==> config.mk <==
export PLATFORM = sky130hd
export DESIGN_NAME = joy_dir_filter
export DESIGN_NICKNAME = d
export VERILOG_FILES = /design/src/rtl/joy_dir_filter_pkg.sv /design/src/rtl/joy_dir_filter_chan.sv /design/src/rtl/joy_dir_filter.sv
export SDC_FILE = /design/constraint.sdc
export NUM_CORES = 1
export LEC_CHECK = 0
export BUFFER_PORTS_ARGS = -buffer_cell sky130_fd_sc_hd__buf_2
export CAP_MARGIN = 10
export CORE_UTILIZATION = 25
export DETAILED_ROUTE_END_ITERATION = 8
export MAX_ROUTING_LAYER = met4
export PLACE_DENSITY = 0.43
export SYNTH_ARGS = -nofsm -noshare
export SYNTH_HDL_FRONTEND = slang
export SYNTH_SLANG_ARGS = --single-unit
==> constraint.sdc <==
create_clock -name clk_sys -period 2.87 [get_ports clk_sys]
set_input_delay 0.1435 -clock clk_sys [delete_from_list [all_inputs] [get_ports clk_sys]]
set_output_delay 0.1435 -clock clk_sys [all_outputs]
set_load 0.01 [all_outputs]
==> src/rtl/joy_dir_filter_pkg.sv <==
// Shared definitions for the joystick direction conditioner:
// mode encoding, direction bit positions and the direction priority helper.
package joy_pkg;

  typedef enum logic [1:0] {
    JM_PASS    = 2'd0,
    JM_LAST4   = 2'd1,
    JM_FIRST4  = 2'd2,
    JM_CANCEL8 = 2'd3
  } joy_mode_e;

  localparam int JD_UP    = 3;
  localparam int JD_DOWN  = 2;
  localparam int JD_LEFT  = 1;
  localparam int JD_RIGHT = 0;

  localparam logic [3:0] MASK_IDLE = 4'hF;

  // One-hot of the highest-priority set direction (up > down > left > right).
  function automatic logic [3:0] pri4(input logic [3:0] x);
    logic [3:0] r;
    r = '0;
    if (x[JD_UP])         r[JD_UP]    = 1'b1;
    else if (x[JD_DOWN])  r[JD_DOWN]  = 1'b1;
    else if (x[JD_LEFT])  r[JD_LEFT]  = 1'b1;
    else if (x[JD_RIGHT]) r[JD_RIGHT] = 1'b1;
    return r;
  endfunction

endpackage

==> src/rtl/joy_dir_filter_chan.sv <==
// One direction channel: two-flop synchroniser, optional debounce,
// mode-dependent direction filtering and a registered output with change strobe.
module joy_dir_chan
  import joy_pkg::*;
#(
  parameter int DEB_CNT = 0
) (
  input  logic       clk_i,
  input  logic       rst_i,
  input  logic       ce_i,
  input  logic [1:0] mode_i,
  input  logic [3:0] dir_i,
  output logic [3:0] dir_o,
  output logic       changed_o
);

  // Terminal count of the debounce counter; unused when debounce is bypassed.
  localparam logic [7:0] DEB_LAST = 8'((DEB_CNT > 0) ? (DEB_CNT - 1) : 0);

  logic [3:0] s1_q, s2_q;
  logic [3:0] cand_q, cand_d;
  logic [3:0] stable_q, stable_d;
  logic [7:0] cnt_q, cnt_d;
  logic [3:0] stable_prev_q;
  logic [3:0] mask_q, mask_d;
  logic [3:0] lock_q, lock_d, lock_n;
  logic [1:0] mode_d_q;
  logic [3:0] dir_q;
  logic       changed_q;

  logic [3:0] stable;
  logic [3:0] newp;
  logic       mode_chg;
  logic [3:0] out_n;

  // With debounce disabled the synchronised input is used directly.
  assign stable = (DEB_CNT == 0) ? s2_q : stable_q;

  // Debounce: a candidate must stay constant for DEB_CNT further ce samples.
  always_comb begin
    cand_d   = cand_q;
    stable_d = stable_q;
    cnt_d    = cnt_q;
    if (ce_i) begin
      if (s2_q != cand_q) begin
        cand_d = s2_q;
        cnt_d  = '0;
      end else if (cand_q != stable_q) begin
        if (cnt_q == DEB_LAST) begin
          stable_d = cand_q;
          cnt_d    = '0;
        end else begin
          cnt_d = cnt_q + 8'd1;
        end
      end else begin
        cnt_d = '0;
      end
    end
  end

  // Mode filtering: a mode change returns mask/lock to idle for this cycle's output.
  always_comb begin
    mode_chg = (mode_i != mode_d_q);
    newp     = stable & ~stable_prev_q;

    if (mode_chg)                    mask_d = MASK_IDLE;
    else if (newp != 4'd0)           mask_d = pri4(newp);
    else if ((stable & mask_q) == 0) mask_d = MASK_IDLE;
    else                             mask_d = mask_q;

    if (mode_chg || lock_q == 4'd0)  lock_n = pri4(stable);
    else if ((stable & lock_q) == 0) lock_n = 4'd0;
    else                             lock_n = lock_q;
    lock_d = mode_chg ? 4'd0 : lock_n;

    out_n = stable;
    case (joy_mode_e'(mode_i))
      JM_PASS:   out_n = stable;
      JM_LAST4:  out_n = pri4(stable & mask_d);
      JM_FIRST4: out_n = stable & lock_n;
      JM_CANCEL8: begin
        out_n = stable;
        if (stable[JD_UP] && stable[JD_DOWN]) begin
          out_n[JD_UP]   = 1'b0;
          out_n[JD_DOWN] = 1'b0;
        end
        if (stable[JD_LEFT] && stable[JD_RIGHT]) begin
          out_n[JD_LEFT]  = 1'b0;
          out_n[JD_RIGHT] = 1'b0;
        end
      end
      default:   out_n = stable;
    endcase
  end

  // State registers: synchroniser, debounce, filter memory and outputs.
  always_ff @(posedge clk_i or posedge rst_i) begin
    if (rst_i) begin
      s1_q          <= '0;
      s2_q          <= '0;
      cand_q        <= '0;
      stable_q      <= '0;
      cnt_q         <= '0;
      stable_prev_q <= '0;
      mask_q        <= MASK_IDLE;
      lock_q        <= '0;
      mode_d_q      <= '0;
      dir_q         <= '0;
      changed_q     <= 1'b0;
    end else begin
      s1_q          <= dir_i;
      s2_q          <= s1_q;
      cand_q        <= cand_d;
      stable_q      <= stable_d;
      cnt_q         <= cnt_d;
      stable_prev_q <= stable;
      mask_q        <= mask_d;
      lock_q        <= lock_d;
      mode_d_q      <= mode_i;
      dir_q         <= out_n;
      changed_q     <= (out_n != dir_q);
    end
  end

  assign dir_o     = dir_q;
  assign changed_o = changed_q;

endmodule

==> src/rtl/joy_dir_filter.sv <==
// Multi-player joystick direction conditioner: NCH independent channels
// packed onto flat mode/direction buses.
module joy_dir_filter
  import joy_pkg::*;
#(
  parameter int NCH     = 2,
  parameter int DEB_CNT = 0
) (
  input  logic             clk_sys,
  input  logic             reset,
  input  logic             ce,
  input  logic [2*NCH-1:0] mode,
  input  logic [4*NCH-1:0] dir_in,
  output logic [4*NCH-1:0] dir_out,
  output logic [NCH-1:0]   changed
);

  // One conditioner per player, each on its own slice of the buses.
  for (genvar n = 0; n < NCH; n++) begin : g_chan
    joy_dir_chan #(
      .DEB_CNT (DEB_CNT)
    ) u_chan (
      .clk_i     (clk_sys),
      .rst_i     (reset),
      .ce_i      (ce),
      .mode_i    (mode[2*n +: 2]),
      .dir_i     (dir_in[4*n +: 4]),
      .dir_o     (dir_out[4*n +: 4]),
      .changed_o (changed[n])
    );
  end

endmodule

# Word level (Yosys, flattened, before mapping)
# Index checks and enable logic that the tools add are counted.
# word_totals
regBits,54
in_bits,15
word_cells,114
# op_classes
n_eq_ne,10
muxes,60
n_bitwise,12
n_reduce_logical,16
# ops
operator,count
32-bit logical NOT,4
4-bit 2-to-1 mux,12
4-bit bitwise AND,10
4-bit case mux with 4 select lines,2
1-bit 2-to-1 mux,30
2-bit 2-to-1 mux,10
3-bit 2-to-1 mux,6
2-bit equality test (second input constant),4
4-bit logical NOT,2
4-bit inequality test,2
4-bit inverter,2
4-bit nonzero test,2
2-bit by 1-bit equality test with 1-bit output (second input constant),2
1-bit logical AND,4
2-bit logical NOT,2
2-bit inequality test,2
1-bit logical OR,2

# Logic depth before layout (Yosys ltp)
# Gate-level depths: netlist of run 1.
# logic_depth
word_depth,15
depth_mapped,9
ltp_nobuf,7

# By module
# From an unflattened synthesis of run 1, not the netlist that was laid out.
# hier_totals
hier_cells,264
hier_area_um2,2717.6
# by_module_without_submodules
mod,n_inst,cells_per_inst,area_each_um2,seq_area_each_um2
joy_dir_chan,2,132,1358.8,680.7

# Worst setup path before layout of run 1
# OpenSTA, ideal clock, no wires.
# synth_timing
kind,flip-flop to flip-flop
from,register g_chan[1].u_chan.lock_q[0]
to,register g_chan[1].u_chan.changed_q
setup_time_ps,138
t_arrival_ps,2259
required_time_ps,2732
setup_slack_ps,472
stages_incl_launch_ff,8
n_path_buf,0
period_less_slack_ps,2398
cell_sequence,dfrtp_1 or4_4 a311oi_4 nor2_2 o32a_1 nand2_1 mux2i_1 or4_1
# synth_between
elab_chain_cells,7
word_cells_on_any_way,9
cone_classes,eq/ne: 1; mux: 3; bitwise: 2; reduce/logical: 3
# synth_lines
item,line_no,rtl
from (decl),joy_dir_filter_chan.sv:26,"logic [3:0] lock_q, lock_d, lock_n;"
from (signal assigned),joy_dir_filter_chan.sv:118,lock_q <= lock_d;
4-bit bitwise AND,joy_dir_filter_chan.sv:72,else if ((stable & lock_q) == 0) lock_n = 4'd0;
32-bit logical NOT,joy_dir_filter_chan.sv:72,
4-bit 2-to-1 mux,joy_dir_filter_chan.sv:72,
4-bit 2-to-1 mux *,joy_dir_filter_chan.sv:71,if (mode_chg || lock_q == 4'd0) lock_n = pri4(stable);
4-bit bitwise AND *,joy_dir_filter_chan.sv:80,JM_FIRST4: out_n = stable & lock_n;
4-bit case mux with 4 select lines *,joy_dir_filter_chan.sv:77,case (joy_mode_e'(mode_i))
4-bit inequality test *,joy_dir_filter_chan.sv:121,changed_q <= (out_n != dir_q);
to (signal assigned),joy_dir_filter_chan.sv:121,
to (decl),joy_dir_filter_chan.sv:29,logic changed_q;
# Every way passes the cells marked *; elsewhere a longest branch is shown, timed or not.

# Final worst setup path of run 1
# Same ends and word-level chain as after synthesis.

==> reports/results.ini, run 1 <==
[run_status]
outcome=finished, final reports clean

[clock_network]
numCtsBuffers=5
clock_sinks=54
tritoncts=done
ctsResizeCount=0
clk_latency_ns=0.31
clkTransAtPathRegs_ns=0.10
cts_root_buffer=clkbuf_8
h-tree-depth=2
clockBufferDepth=2

[timing]
hold_ws_ns=0.04594
fin_ws_ns=0.3041
drv_slew=0
skew_ns=0.01511
rsz0062_at_grt=false
fin_crit_ns=2.566
min_period_over_period=0.8940
setup_viol=0
hold_viol_final=0
slew-limit-headroom=0.6484
max_freq_ghz=0.3897
finalSetupTns_ns=0
worstMarginPinSlew_ns=0.5208

[pwr]
p_per_area_nw_per_um2=549.7
ir_drop_v=0.0002323
leakage_nw=1.258

[yosys]
yosys_warnings=0
synth_fp_nets=247
avgSynthCellArea_um2=10.68
synth-seq-cells=54
postSynth.asyncResetShare=1.000
synth_area_um2=2479
yosys.area_share.simple=0.1595
synth_top_family_by_area=compound AO/OA/AOI/OAI gates
synth_mux_area_frac=0.004038
synth_compound_area_frac=0.1969
synth_adder_area_share=0
syn_inst=232
ys_seq_area_frac=0.5492
yosys.cell_types.count=51
synth-edff-count=0
synth-xor-area-share=0.04594
ys.flop_type=dfrtp_1

[finish]
area_delta_synth_final_pct=18.98
final_common_cell=dfrtp_1
diodes=0
mostFrequentLayoutCells=dfrtp_1 (46), buf_2 (23), nand2_1 (18)
drive_gt1_frac=0.1933
layout.cells.non_filler=398
final_nets=283
finish.instance_area_um2=2949

[floorplanning]
die_w_um=101.6
rows=35
coreArea_um2=9415
die_y_um=101.6
pin_count=25
die_area_um2=10320
initial_utilization=0.2633

[placed_design]
routabilityCongestion=0.8275
dp_cells=381
hpwl_mm=3.811
portBuffers=23
place_ws_ns=0.3230
dpl_cell_area_um2=2743

[setup_path]
r2r-end=g_chan[1].u_chan.changed_o$_DFF_PP0_
r2r_slack_ns=0.30
cp_cell_sequence=or4_4, a311oi_4, nor2_2, o32a_1, nand2_1, mux2i_1, or4_1
endpoint_kind=register
reg2regPathDepth=7
worstPathArrival_ns=2.75
slowest_delay_ns=0.57
cp-start-kind=register
crit_fanout=5
critPathKind=reg2reg
worstPathRequired_ns=3.06
slowest_stage=or4_4
rr_startpoint=g_chan[1].u_chan.lock_q[0]$_DFF_PP0_

[drt]
wire_per_inst_um=13.51
drt_iter0_drc=103
first_pass_iters=4
drc_errors=0
vias_per_cell=4.668
antenna_left=0
wirelength_mm=5.376
vias=1858

[global_routing]
grt_use_met3=0.02277
grt_pass1_wl_mm=8.983
overflow=0
grt_util_met2=0.1679
grt.total_usage=0.1169
grt_max_degree=40
top_usage_layer=met2
grt_pass1_vias=1862
met1_usage=0.1601
antenna_found_initial=0

[min_path]
hold_class=in2reg
hold_end=g_chan[0].u_chan.mode_d_q[0]$_DFF_PP0_
worstHoldStart=mode[0]
hold_depth=1

[job]
drv_cap=0

==> worst max-delay path: cells and delay by family (launching register included) <==
kind / cells / cell delay (ns)
simple gates: 4 / 1.24
compound gates: 2 / 0.71
flops: 1 / 0.44
mux: 1 / 0.07
==> worst max-delay path by stage <==
stage / start / to / slack [ns] / cells past startpoint
6_report: g_chan[1].u_chan.lock_q[0]$_DFF_PP0_ / g_chan[1].u_chan.changed_o$_DFF_PP0_ / 0.30 / 7
5_1_grt: g_chan[1].u_chan.s2_q[0]$_DFF_PP0_ / g_chan[1].u_chan.changed_o$_DFF_PP0_ / 0.20 / 7
4_1_cts: g_chan[1].u_chan.lock_q[0]$_DFF_PP0_ / g_chan[1].u_chan.changed_o$_DFF_PP0_ / 0.30 / 7
3_5_place_dp: g_chan[1].u_chan.lock_q[0]$_DFF_PP0_ / g_chan[1].u_chan.changed_o$_DFF_PP0_ / 0.32 / 7
3_3_place_gp: g_chan[1].u_chan.lock_q[0]$_DFF_PP0_ / g_chan[1].u_chan.changed_o$_DFF_PP0_ / 0.31 / 7
2_1_floorplan: g_chan[1].u_chan.lock_q[0]$_DFF_PP0_ / g_chan[1].u_chan.changed_o$_DFF_PP0_ / 0.47 / 7
==> report_power, final <==
group	switching, mW	internal (mW)	total, mW
clock	0.248	0.285	0.533
combinational	0.136	0.100	0.237
sequential	0.0360	0.815	0.851
==> cells in the mapped netlist (5+ instances only) <==
cell type / n / area [µm²]
nand2b_1: 11 / 68.82
nand3_1: 7 / 35.03
clkbuf_1: 5 / 18.77
nor2_1: 14 / 52.55
and2_1: 5 / 31.28
a21oi_1: 15 / 75.07
nand2_1: 18 / 67.56
dfrtp_1: 46 / 1151
o21ai_0: 16 / 80.08
dfstp_2: 8 / 210.2
inv_1: 10 / 37.54
xnor2_1: 9 / 78.83
==> area by class of cell <==
type                       count  area, µm²
fill                         996       6466
sequential                    54       1361
multi-input combinational    157       1007
timing repair buffer          40      265.3
tap                          129      161.4
clock buffer                   7      86.33
inverter                      10      37.54
clock inverter                 1      30.03
==> stage by stage <==
stage	utilization	total power [mW]
floorplan	-	1.028
global placement	0.2913	1.096
detailed placement	0.2913	1.095
CTS	0.3132	1.648
global route	0.3132	1.713
finish	0.3132	1.621
==> registers in the layout (all words and copies together) (netlist names) <==
signal and cells:
g_chan.u_chan.dir_o 8, g_chan.u_chan.stable_prev_q 8, g_chan.u_chan.lock_q 8, g_chan.u_chan.mask_q 8
g_chan.u_chan.s2_q 8, g_chan.u_chan.mode_d_q 4, g_chan.u_chan.s1_q 8, g_chan.u_chan.changed_o 2
==> cell families after synthesis <==
family,Yosys count
AND/OR/NAND/NOR,75
AO/OA/AOI/OAI,68
flip-flops,54
buffers and inverters,21
XOR/XNOR,13
multiplexers,1
==> routing by layer <==
| metal | vias to the layer above | wire length [µm] | part of all wire |
|---|---|---|---|
| li1 | 908 | - | - |
| met1 | 897 | 2693 | 0.50 |
| met2 | 43 | 2392 | 0.44 |
| met3 | 10 | 199 | 0.037 |
| met4 | 0 | 91 | 0.017 |
| met5 | - | 0 | 0 |
==> timing repair <==
item / 4_1_cts / 5_1_grt
hold buffers: 9 / 0
setup buffers: 0 / 0
endpoints found under the hold margin: 23 / 0
(Power assumes the default switching activity.)
==> run 2: changes to the inputs <==
==> constraint.sdc (replaced) <==
create_clock -name clk_sys -period 3.1 [get_ports clk_sys]
set_input_delay 0.155 -clock clk_sys [delete_from_list [all_inputs] [get_ports clk_sys]]
set_output_delay 0.155 -clock clk_sys [all_outputs]
set_load 0.01 [all_outputs]
==> run 2 against run 1 <==
  * Core utilization down 0.31 points
  * Flip-flop and latch count unchanged
  * Sequential power down 7.3%
  * Worst hold slack better by 0.0077 ns
  * Combinational power down 10%
  * Register-to-register slack better by 0.18 ns
  * Final area down 0.98%
  * Clock power down 11%
  * Final cell count down 0.75%
  * Count of clock-buffer cells in the layout down 1
  * Via count down 0.43%
  * Critical path type unchanged
  * Largest cell class unchanged
==> reports/results.ini, run 2 (synthesis results as in run 1) <==
[floorplanning]
coreArea_um2=9415
pin_count=25
die_y_um=101.6
initial_utilization=0.2633
rows=35
die_w_um=101.6
die_area_um2=10320

[finish]
drive_gt1_frac=0.1842
final_common_cell=dfrtp_1
register_area_um2=1361
fillers=981
mostFrequentLayoutCells=dfrtp_1 (46), buf_2 (23), nand2_1 (18)
multiInputGateArea_um2=1007
final_nets=280
diodes=0
area_delta_synth_final_pct=17.82

[drt]
first_pass_iters=5
antenna_left=0
vias=1850
drt_iter0_drc=107
wirelength_mm=5.232
vias_per_cell=4.684
wire_per_inst_um=13.25
drc_errors=0

[clock_network]
post-cts-setup-buffers=0
clockBufferDepth=2
h-tree-depth=2
clk_latency_ns=0.30
clkTransAtPathRegs_ns=0.10
clock_sinks=54
numCtsBuffers=5
cts_root_buffer=clkbuf_8
tritoncts=done

[setup_path]
r2r-end=g_chan[1].u_chan.changed_o$_DFF_PP0_
reg2regPathDepth=7
slowest_stage=or4_1
cp_cell_sequence=xnor2_1, and2_1, o221ai_1, a21oi_1, nand3b_1, mux2i_1, or4_1
worstPathRequired_ns=3.28
slowest_delay_ns=0.52
r2r_slack_ns=0.48
worstPathArrival_ns=2.80
cp-start-kind=register
critPathKind=reg2reg
crit_fanout=10
rr_startpoint=g_chan[1].u_chan.mode_d_q[0]$_DFF_PP0_
endpoint_kind=register

[pwr]
ir_drop_v=0.0002094
total_power_mw=1.475
p_per_area_nw_per_um2=505.1
leakage_nw=1.236

[global_routing]
overflow=0
grt_max_degree=32
grt_pass1_vias=1821
grt_pass1_wl_mm=9.045
grt.total_usage=0.1172
antenna_found_initial=0

[placed_design]
hpwl_mm=3.764
place_ws_ns=0.4919
portBuffers=23
routabilityCongestion=0.8387

[min_path]
hold_class=in2reg
hold_end=g_chan[1].u_chan.mode_d_q[1]$_DFF_PP0_
worstHoldStart=mode[3]
hold_depth=1

[timing]
finalSetupTns_ns=0
setup_viol=0
skew_ns=0.006449
fin_crit_ns=2.615
min_period_over_period=0.8437
fin_ws_ns=0.4847
slew-limit-headroom=0.5574
max_freq_ghz=0.3824
worstMarginPinSlew_ns=0.6630
hold_viol_final=0
rsz0062_at_grt=false
drv_slew=0

[run_status]
outcome=finished, final reports clean

[job]
drv_cap=0

==> run 2: metal layers <==
layer  wire length, µm  share of wire  vias to the layer above  GRT usage
met5                 0              0                        -          -
met4                85          0.016                        0    0.04682
met3               149          0.028                        8    0.02139
met2              2339           0.45                       42     0.1757
met1              2657           0.51                      894     0.1559
li1                  -              -                      906          -
==> run 2: layout make-up <==
type	instances	area share
clock inverters	2	0.01285
clock buffers	6	0.02485
repair buffers	37	0.08312
multi-input cells	157	0.3449
inverters	10	0.01285
flip-flops and latches	54	0.4662
well taps	129	0.05527
==> run 2: power breakdown <==
group	switching (mW)	internal, mW
Sequential	0.0344	0.755
Clock	0.232	0.241
Combinational	0.123	0.0895
==> run 2: critical path, delay by kind of cell, from the launching register on <==
family / cells / cell delay, ns
compound gates: 2 / 0.51
xor+xnor: 1 / 0.35
flops: 1 / 0.40
mux: 1 / 0.14
simple gates: 3 / 1.09
==> run 2: timing repair <==
action	CTS	global route
hold endpoints to repair	36	0
resized for setup	0	0
hold buffers	9	0
==> run 2: how the worst max path moves through the flow <==
stage | from | endpoint | cells past startpoint
4_1_cts | g_chan[1].u_chan.mode_d_q[0]$_DFF_PP0_ | g_chan[1].u_chan.changed_o$_DFF_PP0_ | 7
3_3_place_gp | g_chan[1].u_chan.mode_d_q[0]$_DFF_PP0_ | g_chan[1].u_chan.changed_o$_DFF_PP0_ | 7
3_5_place_dp | g_chan[1].u_chan.mode_d_q[0]$_DFF_PP0_ | g_chan[1].u_chan.changed_o$_DFF_PP0_ | 7
6_report | g_chan[1].u_chan.mode_d_q[0]$_DFF_PP0_ | g_chan[1].u_chan.changed_o$_DFF_PP0_ | 7
5_1_grt | g_chan[1].u_chan.mode_d_q[0]$_DFF_PP0_ | g_chan[1].u_chan.changed_o$_DFF_PP0_ | 7
2_1_floorplan | g_chan[1].u_chan.lock_q[0]$_DFF_PP0_ | g_chan[1].u_chan.changed_o$_DFF_PP0_ | 7
==> run 2: metrics by stage <==
stage               hold WS (ns)  instances  utilization  instance area, µm²
floorplan                 0.1864        232            -                2479
global placement          0.2634        378       0.2889                2720
detailed placement        0.2643        378       0.2889                2720
CTS                      0.04382        395       0.3102                2920
global route             0.03525        395       0.3102                2920
finish                   0.05367        395       0.3102                2920
==> run 3: changes to the inputs <==
==> constraint.sdc (replaced) <==
create_clock -name clk_sys -period 2.55 [get_ports clk_sys]
set_input_delay 0.1275 -clock clk_sys [delete_from_list [all_inputs] [get_ports clk_sys]]
set_output_delay 0.1275 -clock clk_sys [all_outputs]
set_load 0.01 [all_outputs]
==> run 3 against run 2 <==
  * Power rose by 31%
  * Flip-flop and latch count unchanged
  * Combinational power is 34% higher
  * First-iteration DRC count up 7.5%
  * Via count rose by 0.97%
  * Worst hold slack worse by 0.028 ns
  * Final cell count is 4.1% higher
  * Worst setup slack worse by 0.36 ns
  * Non-clock buffer count grew 16
  * Clock power is 47% higher
  * Critical endpoint unchanged
  * Highest routed layer unchanged
==> reports/results.ini, run 3 (synthesis results as in run 1) <==
[run_status]
outcome=finished, final reports clean

[drt]
drc_errors=0
dr.max_layer_used=met4
first_pass_iters=4
route.met2.wl_mm=2.259
vias=1868
wire_per_inst_um=12.57
antenna_left=0
wirelength_mm=5.168
vias_per_cell=4.545
drt_iter0_drc=115
route.met3.wl_um=223
wl_met1_mm=2.638

[floorplanning]
die_y_um=101.6
die_area_um2=10320
rows=35
pin_count=25
coreArea_um2=9415
die_w_um=101.6
initial_utilization=0.2633

[clock_network]
tritoncts=done
clkTransAtPathRegs_ns=0.10
clock_sinks=54
cts_root_buffer=clkbuf_8
clk_latency_ns=0.30
clockBufferDepth=2
h-tree-depth=2
numCtsBuffers=5

[pwr]
leakage_nw=1.332
ir_drop_v=0.0003086
total_power_mw=1.936
p_per_area_nw_per_um2=629.1

[setup_path]
reg2regPathDepth=7
endpoint_kind=register
rr_startpoint=g_chan[1].u_chan.lock_q[1]$_DFF_PP0_
critPathKind=reg2reg
cp_cell_sequence=or4_4, a311oi_4, nor2_2, o32a_1, nand2_1, mux2i_1, or4_1
worstPathArrival_ns=2.60
slowest_delay_ns=0.55
cp-start-kind=register
r2r_slack_ns=0.12
worstPathRequired_ns=2.73
slowest_stage=or4_4
crit_fanout=4
r2r-end=g_chan[1].u_chan.changed_o$_DFF_PP0_
critPathCapture=g_chan[1].u_chan.changed_o$_DFF_PP0_
startpoint=g_chan[1].u_chan.lock_q[1]$_DFF_PP0_

[global_routing]
grt_max_degree=21
antenna_found_initial=0
grt_pass1_wl_mm=9.252
grt_pass1_vias=1904
grt.total_usage=0.1197
overflow=0

[timing]
max_freq_ghz=0.4123
drv_slew=0
finalSetupTns_ns=0
rsz0062_at_grt=false
fin_crit_ns=2.425
worstMarginPinSlew_ns=0.5086
min_period_over_period=0.9512
skew_ns=0.005048
hold_viol_final=0
slew-limit-headroom=0.6566
setup_viol=0

[finish]
multiInputGateArea_um2=1012
register_area_um2=1361
fillers=982
diodes=0
final_nets=296
drive_gt1_frac=0.2376
area_delta_synth_final_pct=24.18
mostFrequentLayoutCells=dfrtp_1 (46), buf_2 (23), buf_4 (21)
final_common_cell=dfrtp_1

[placed_design]
hpwl_mm=3.949
portBuffers=23
routabilityCongestion=0.8589

[min_path]
hold_class=in2reg

[job]
drv_cap=0

run 3: how the worst min path moves through the flow:
stage,startpoint,endpoint,depth (start not counted)
5_1_grt,mode[3],g_chan[1].u_chan.mode_d_q[1]$_DFF_PP0_,1
6_report,mode[3],g_chan[1].u_chan.mode_d_q[1]$_DFF_PP0_,1
2_1_floorplan,mode[0],g_chan[0].u_chan.mode_d_q[0]$_DFF_PP0_,0
3_3_place_gp,reset,g_chan[0].u_chan.s1_q[0]$_DFF_PP0_,2
3_5_place_dp,reset,g_chan[0].u_chan.s2_q[0]$_DFF_PP0_,2
4_1_cts,mode[3],g_chan[1].u_chan.mode_d_q[1]$_DFF_PP0_,1
run 3: cell type report:
type / instances / share of cell area
Clock inverter: 2 / 0.01951
Sequential cell: 54 / 0.4423
Inverter: 10 / 0.01220
Clock buffer: 6 / 0.02683
Tap cell: 129 / 0.05244
Timing Repair Buffer: 53 / 0.1179
Multi-Input combinational cell: 157 / 0.3289
run 3: power breakdown:
group / internal, mW / switching (mW)
registers: 0.917 / 0.0399
logic: 0.130 / 0.156
clock network: 0.419 / 0.274
total: 1.47 / 0.470
run 3: worst max-delay path, delay by kind of cell (launching register included):
kind | cells | cell delay, ns
AOI/OAI and AO/OA | 2 | 0.61
DFF | 1 | 0.43
muxes | 1 | 0.06
and+or+nand+nor | 4 | 1.21
run 3: repair_timing:
action / CTS / global route
hold buffers: 9 / 0
setup buffers: 0 / 0
endpoints found under the hold margin: 23 / 0
gates resized for setup: 0 / 2
endpoints found under the setup margin: 0 / 1
run 3: through the flow:
stage	area, µm²	cells	setup WS (ns)	hold WS, ns	util
final	3078	411	0.1245	0.02575	0.3269
after CTS	3073	411	0.04432	0.008731	0.3264
after global routing	3078	411	0.01941	0.003788	0.3269
after detailed placement	2840	394	0.06820	0.1475	0.3017
after floorplan	2479	232	0.1521	0.1589	-
after global placement	2840	394	0.06868	0.1472	0.3017
run 3: layer usage:
metal  vias up  track usage
met5         -            -
met4         0      0.04125
met3         2      0.02208
met2        56       0.1762
met1       866       0.1643
li1        944            -
